### src/rtl/top_sched_pkg.sv
// Shared types and defaults for the two-requester operation scheduler.
package top_sched_pkg;

  localparam int W_DEF   = 12;
  localparam int LAT_DEF = 2;

  typedef enum logic [1:0] {
    IDLE  = 2'd0,
    ISSUE = 2'd1,
    WAIT  = 2'd2,
    RESP  = 2'd3
  } state_t;

endpackage

### src/rtl/rr_arb2.sv
// Two-way round-robin grant. The pointer names the requester that wins a tie;
// a lone requester always wins.
module rr_arb2 (
  input  logic [1:0] req,
  input  logic       pointer,
  output logic [1:0] grant
);

  // one-hot grant, or zero when nobody is requesting
  always_comb begin
    grant = 2'b00;
    if (req == 2'b11) begin
      grant = pointer ? 2'b10 : 2'b01;
    end else begin
      grant = req;
    end
  end

endmodule

### src/rtl/top_sched.sv
// Shares one pipelined datapath between two requesters. One operation is in
// flight at a time: accept, issue a one-cycle enable, wait LAT cycles, then
// present the captured result for one cycle.
//
//   state | meaning
//   IDLE  | ready to accept one request via round-robin
//   ISSUE | operands on dp_a/b/c, dp_e high for this cycle
//   WAIT  | datapath busy, down-counter runs from LAT to 1
//   RESP  | rsp_valid high, priority pointer moves past the owner
module top_sched
  import top_sched_pkg::*;
#(
  parameter int W   = W_DEF,
  parameter int LAT = LAT_DEF
) (
  input  logic         clk,
  input  logic         rst,
  input  logic [1:0]   req_valid,
  output logic [1:0]   req_ready,
  input  logic [W-1:0] a0,
  input  logic [W-1:0] b0,
  input  logic [W-1:0] c0,
  input  logic [W-1:0] a1,
  input  logic [W-1:0] b1,
  input  logic [W-1:0] c1,
  output logic [W-1:0] dp_a,
  output logic [W-1:0] dp_b,
  output logic [W-1:0] dp_c,
  output logic         dp_e,
  input  logic [W-1:0] dp_y,
  output logic         rsp_valid,
  output logic         rsp_id,
  output logic [W-1:0] rsp_y
);

  localparam logic [3:0] LAT_CNT = 4'(LAT);

  state_t     state, state_nxt;
  logic [3:0] cnt;
  logic       ptr;
  logic       gid;
  logic [1:0] grant;
  logic       xfer;
  logic       wait_done;

  rr_arb2 u_arb (
    .req     (req_valid),
    .pointer (ptr),
    .grant   (grant)
  );

  // grants are only offered from IDLE and never while reset is held
  always_comb begin
    req_ready = 2'b00;
    if (state == IDLE && !rst) begin
      req_ready = grant;
    end
  end

  assign xfer      = |req_ready;
  assign wait_done = (state == WAIT) && (cnt == 4'd1);

  // next-state decode
  always_comb begin
    state_nxt = state;
    case (state)
      IDLE:    if (xfer) state_nxt = ISSUE;
      ISSUE:   state_nxt = WAIT;
      WAIT:    if (wait_done) state_nxt = RESP;
      RESP:    state_nxt = IDLE;
      default: state_nxt = IDLE;
    endcase
  end

  // state register plus the registered strobes derived from the next state
  always_ff @(posedge clk or posedge rst) begin
    if (rst) begin
      state     <= IDLE;
      dp_e      <= 1'b0;
      rsp_valid <= 1'b0;
    end else begin
      state     <= state_nxt;
      dp_e      <= (state_nxt == ISSUE);
      rsp_valid <= (state_nxt == RESP);
    end
  end

  // operand capture on a transfer; held untouched until the next one
  always_ff @(posedge clk or posedge rst) begin
    if (rst) begin
      dp_a <= '0;
      dp_b <= '0;
      dp_c <= '0;
      gid  <= 1'b0;
    end else if (xfer) begin
      gid  <= req_ready[1];
      dp_a <= req_ready[1] ? a1 : a0;
      dp_b <= req_ready[1] ? b1 : b0;
      dp_c <= req_ready[1] ? c1 : c0;
    end
  end

  // WAIT timer: loaded with LAT leaving ISSUE, terminal count at 1
  always_ff @(posedge clk or posedge rst) begin
    if (rst) begin
      cnt <= 4'd0;
    end else if (state == ISSUE) begin
      cnt <= LAT_CNT;
    end else if (state == WAIT) begin
      cnt <= cnt - 4'd1;
    end
  end

  // result capture on the final WAIT edge, so rsp_id/rsp_y change only entering RESP
  always_ff @(posedge clk or posedge rst) begin
    if (rst) begin
      rsp_y  <= '0;
      rsp_id <= 1'b0;
    end else if (wait_done) begin
      rsp_y  <= dp_y;
      rsp_id <= gid;
    end
  end

  // priority moves to the other requester once the result is delivered
  always_ff @(posedge clk or posedge rst) begin
    if (rst) begin
      ptr <= 1'b0;
    end else if (state == RESP) begin
      ptr <= ~gid;
    end
  end

endmodule

### config.mk
export PLATFORM = sky130hd
export DESIGN_NAME = top_sched
export DESIGN_NICKNAME = d
export VERILOG_FILES = /design/src/rtl/top_sched_pkg.sv /design/src/rtl/rr_arb2.sv /design/src/rtl/top_sched.sv
export SDC_FILE = /design/constraint.sdc
export NUM_CORES = 1
export LEC_CHECK = 0
export ABC_CLOCK_PERIOD_IN_PS = 4000
export BUFFER_PORTS_ARGS = -buffer_cell sky130_fd_sc_hd__buf_4
export CORE_AREA = 2 2 60 105
export DETAILED_ROUTE_END_ITERATION = 12
export DIE_AREA = 0 0 62 107
export PLACE_DENSITY = 0.9
export RECOVER_POWER = 25
export SKIP_CTS_REPAIR_TIMING = 1
export SYNTH_ARGS = -nofsm -noshare
export SYNTH_HDL_FRONTEND = slang
export SYNTH_SLANG_ARGS = --single-unit
### constraint.sdc
create_clock -name clk -period 4 [get_ports clk]
set_input_delay 0.4 -clock clk [delete_from_list [all_inputs] [get_ports clk]]
set_output_delay 0.4 -clock clk [all_outputs]
set_load 0.01 [all_outputs]
[Yosys cells after proc, flatten, opt, wreduce, memory -nomap -nowiden]
Cells that the tools add are included.
Cells by class
  reductions and logical operators: 6
  add/sub/neg operators: 1
  multiplexer cells: 11
  bitwise logic cells: 1
  eq/ne operators: 7
Operator list (count)
  two-way mux 12 bit: 3
  two-way mux 2 bit: 5
  == test 2 bit (second input constant): 4
  two-way mux 4 bit: 2
  case mux 2 bit (4 select lines): 1
  == test 2 x 1 -> 1 bit (second input constant): 2
  == test 4 x 1 -> 1 bit (second input constant): 1
  subtractor 4 x 1 -> 4 bit (second input constant): 1
  logical AND 1 bit: 2
  zero test 2 bit: 1
  nonzero test 2 bit: 1
  OR reduction 2 bit: 1
  zero test 1 bit: 1
  NOT 1 bit: 1
Storage, ports and cells
  input port bits: 88
  word-level logic and storage cells: 37
  register bits after elaboration: 59
  output and inout bits: 53

[Logic depth before layout (Yosys ltp)]
  depth in word-level cells: 7
  depth in mapped cells: 7
  depth with buffers taken out: 5

[Modules after synthesis]
From an unflattened synthesis, not the netlist that was laid out.
Second synthesis, totals
  cells, all modules: 256
  area total of the unflattened synthesis: 2972.9 sq um
Modules (own cells, without submodules)
  top_sched: area an instance 2954.1 sq um, cells an instance 253, times used 1, seq. area each 1476.4 sq um
  rr_arb2: area an instance 18.8 sq um, cells an instance 3, times used 1, seq. area each 0.0 sq um

[Worst setup path before layout]
No wires, ideal clock.
  path type: flip-flop to output port
  start point: reg state[0]
  end point: out req_ready[0]
  slack: 2.305 ns
  buffers on the path: 2
  data arrival time: 1.295 ns
  data required time: 3.600 ns
  stages on the path, launching flop included: 7
  path through: dfrtp_1 inv_1 ha_1 nor2b_4 buf_6 buf_6 and3_1
On the way
  longest elaborated chain between the ends: 3
Ends and longest elaborated chain
  start: declaration: RTL line top_sched.sv:38  | state_t state, state_nxt;
  start signal: assignment: RTL line top_sched.sv:82  | state <= state_nxt;
  zero test 2 bit: RTL line top_sched.sv:55  | if (state == IDLE && !rst) begin
  logical AND 1 bit: RTL line top_sched.sv:55
  two-way mux 2 bit: RTL line top_sched.sv:55
  end: declaration: RTL line top_sched.sv:19  | output logic [1:0] req_ready,
Every way passes these cells.

[Worst setup path in the final report]
Ends and elaborated chain as after synthesis.

==> flow_summary.json <==
{
  "grt_antenna_before_repair": 0,
  "setup_viol": 0,
  "via_per_inst": 5.67,
  "power_frac_comb_pct": 43.4,
  "hold_class": "primary input to asynchronous set/reset pin",
  "routed-via-count": 2391,
  "fin_crit_ns": 2.54,
  "async_flop_share_pct": 100,
  "crit_arrival_ns": 2.14,
  "area_growth_pct": 43.8,
  "cts-root-buf": "clkbuf_8",
  "wirelength_um": 7020,
  "cts_tree": "yes",
  "sequentialPowerShare_pct": 37.8,
  "drtPass1Iterations": 6,
  "hpwl_um": 5140,
  "crit_type": "register to output port",
  "fin_hold_ws_ns": 0.279,
  "ir_drop_v": 0.000394,
  "synth_top_family_by_area": "compound AO/OA/AOI/OAI gates",
  "pwr-share-clk_pct": 18.8,
  "required_ns": 3.60,
  "synth_xor_xnor_area_share_pct": 0,
  "critPathMaxFanout": 38,
  "r2r_slack_ns": 1.56,
  "synth_adder_area_share_pct": 3.17,
  "fillers": 437,
  "p_per_area_nw_per_um2": 704,
  "yosys-mux-area-fraction_pct": 6.02,
  "synth_compound_area_share_pct": 16.1,
  "drt_iter0_markers": 68,
  "die_w_um": 62,
  "ys_seq_area_share_pct": 53.4,
  "ys_types": 30,
  "tightest_slew_ns": 1.88,
  "p_int_mw": 1.85,
  "rr_worst_depth": 5,
  "regArea_sq_um": 1480,
  "finalHoldViolCount": 0,
  "clk_path_buf_depth": 2,
  "grt_pass1_vias": 2380,
  "drive_above_1_share_pct": 47.7,
  "cts_sinks": 59,
  "core-area_sq_um": 5790,
  "fin_nets": 434,
  "path_clk_slew_ns": 0.07,
  "portBuffers": 140,
  "yosysMostFrequentCell": "dfrtp_1",
  "place.gp.congestion": 0.782,
  "rr_endpoint": "state[0]",
  "fp.dieArea_sq_um": 6630,
  "rsz0062_at_grt": "false",
  "violations": "max-capacitance violations, max-slew violations",
  "period_share_pct": 63.4,
  "cp-start-kind": "register",
  "grt_pass1_wl_um": 11100,
  "grt_max_degree": 40,
  "synth_simple_gate_area_share_pct": 14.7,
  "relSlewSlack_pct": -25.1,
  "ys_top_cells_by_count": "dfrtp_1 (59), a221o_1 (36), and4_1 (36)",
  "syn-num-nets": 301,
  "die_y_um": 107,
  "placedInstanceArea_sq_um": 3790,
  "wl_per_cell_um": 16.6,
  "synthTopCellsByArea": "dfrtp_1 (53%), a221o_1 (13%), and4_1 (11%), mux2_1 (4.1%), buf_6 (3.3%)",
  "clock.fmax_ghz": 0.394,
  "syn_inst": 206,
  "worstSetupEndpointType": "output port",
  "start_util_pct": 47.8,
  "swShare_pct": 34.1,
  "synthFlopType": "dfrtp_1",
  "synth_top_area_share_pct": 53.4,
  "placementRows": 37,
  "final_antenna_net_count": 0,
  "fin_tns_setup_ns": 0,
  "grtUsageTotal_pct": 22.3,
  "drv_cap": 1,
  "multi_input_area_sq_um": 1120,
  "diodes": 0,
  "clock_skew_ns": 0.00994,
  "rr_startpoint": "state[0]",
  "synth.largest_area_cell": "dfrtp_1",
  "synth_edf_count": 0,
  "power_switching_mw": 0.954,
  "ys_warn_count": 0,
  "postLayoutCoreUtil_pct": 68.7,
  "synth-seq-cells": 59,
  "p_leak_nw": 1.96,
  "cts_buffers": 9,
  "io_pins": 141,
  "worstSkewPairLatency_ns": 0.33,
  "overflow": 0,
  "status": "finished with violations",
  "drc_errors": 0,
  "drv_slew": 38,
  "h-tree-depth": 3,
  "final_cell_area_sq_um": 3980,
  "syn_area_sq_um": 2770,
  "postSynthAreaPerCell_sq_um": 13.4
}
-- logic make-up (layout without fill, tap and decap cells) --
family | Yosys count | in the layout
adders and majority gates | 7 | 7
muxes | 15 | 15
AOI/OAI and AO/OA | 48 | 48
buffers and inverters | 27 | 165
and+or+nand+nor | 50 | 50
DFF | 59 | 59
-- placed cells by master, fill, tap and decap left out, types with 3 or more instances in the layout --
| master | count |
|---|---|
| a221o_1 | 36 |
| a311oi_1 | 3 |
| and4_1 | 36 |
| buf_4 | 140 |
| clkbuf_1 | 3 |
| clkbuf_8 | 10 |
| clkinv_2 | 3 |
| dfrtp_1 | 59 |
| ha_1 | 7 |
| inv_1 | 7 |
| mux2_1 | 10 |
| mux2_2 | 3 |
| o21ai_0 | 4 |
-- power groups by stage --
stage / registers, mW / logic [mW] / clock network (mW)
global placement: 1.05 / 1.17 / 0
finish: 1.06 / 1.21 / 0.528
floorplan: 1.14 / 0.589 / 0
CTS: 1.06 / 1.22 / 0.538
detailed placement: 1.06 / 1.23 / 0
global route: 1.09 / 1.33 / 0.563
-- area by class of cell --
cell class / count / area share, %
flip-flops and latches: 59 / 37.1
multi-input cells: 120 / 28.3
repair buffers: 142 / 26.6
clock buffers: 11 / 3.56
well taps: 78 / 2.45
clock inverters: 5 / 1.32
inverters: 7 / 0.661
-- flip-flops by register name, indices dropped and copies added (netlist names) --
register and count:
rsp_y 12, rsp_id 1, dp_e 1, dp_a 12
rsp_valid 1, dp_b 12, dp_c 12, state 2
cnt 4, gid 1, ptr 1
-- critical path, stage by stage (launching register included) --
cell     delay [ns]
dfrtp_1        0.42
inv_1          0.16
ha_1           0.20
nor2b_4        0.60
and3_1         0.28
buf_4          0.13
-- through the flow --
step                      power, mW  setup WS [ns]  cells
after global placement         2.22           1.71    406
after global routing           2.99          0.847    422
final                          2.80           1.46    422
after detailed placement       2.29           1.61    406
after CTS                      2.82           1.47    422
after floorplan                1.73           2.14    206
-- routing by layer --
metal  routed length, um  global-route usage (%)  vias to the layer above  share of wire [%]
met1                2620                    27.3                     1156                 37
li1                    -                       -                     1094                  -
met3                 508                    7.12                       17                7.2
met4                 141                    7.60                        0                2.0
met2                3750                    35.9                      124                 53
met5                   0                       0                        -                  0
-- how the worst max path moves through the flow --
stage	startpoint	slack, ns	cells after the start	to
after CTS	state[0]	1.47	5	req_ready[0]
final	state[0]	1.46	5	req_ready[0]
after detailed placement	state[0]	1.61	5	dp_b[4]
after global routing	rst	0.85	3	dp_a[4]
after global placement	state[0]	1.71	5	dp_c[2]
after floorplan	rst	2.14	1	cnt[0]
No activity file was read; power rests on OpenSTA's default activity.
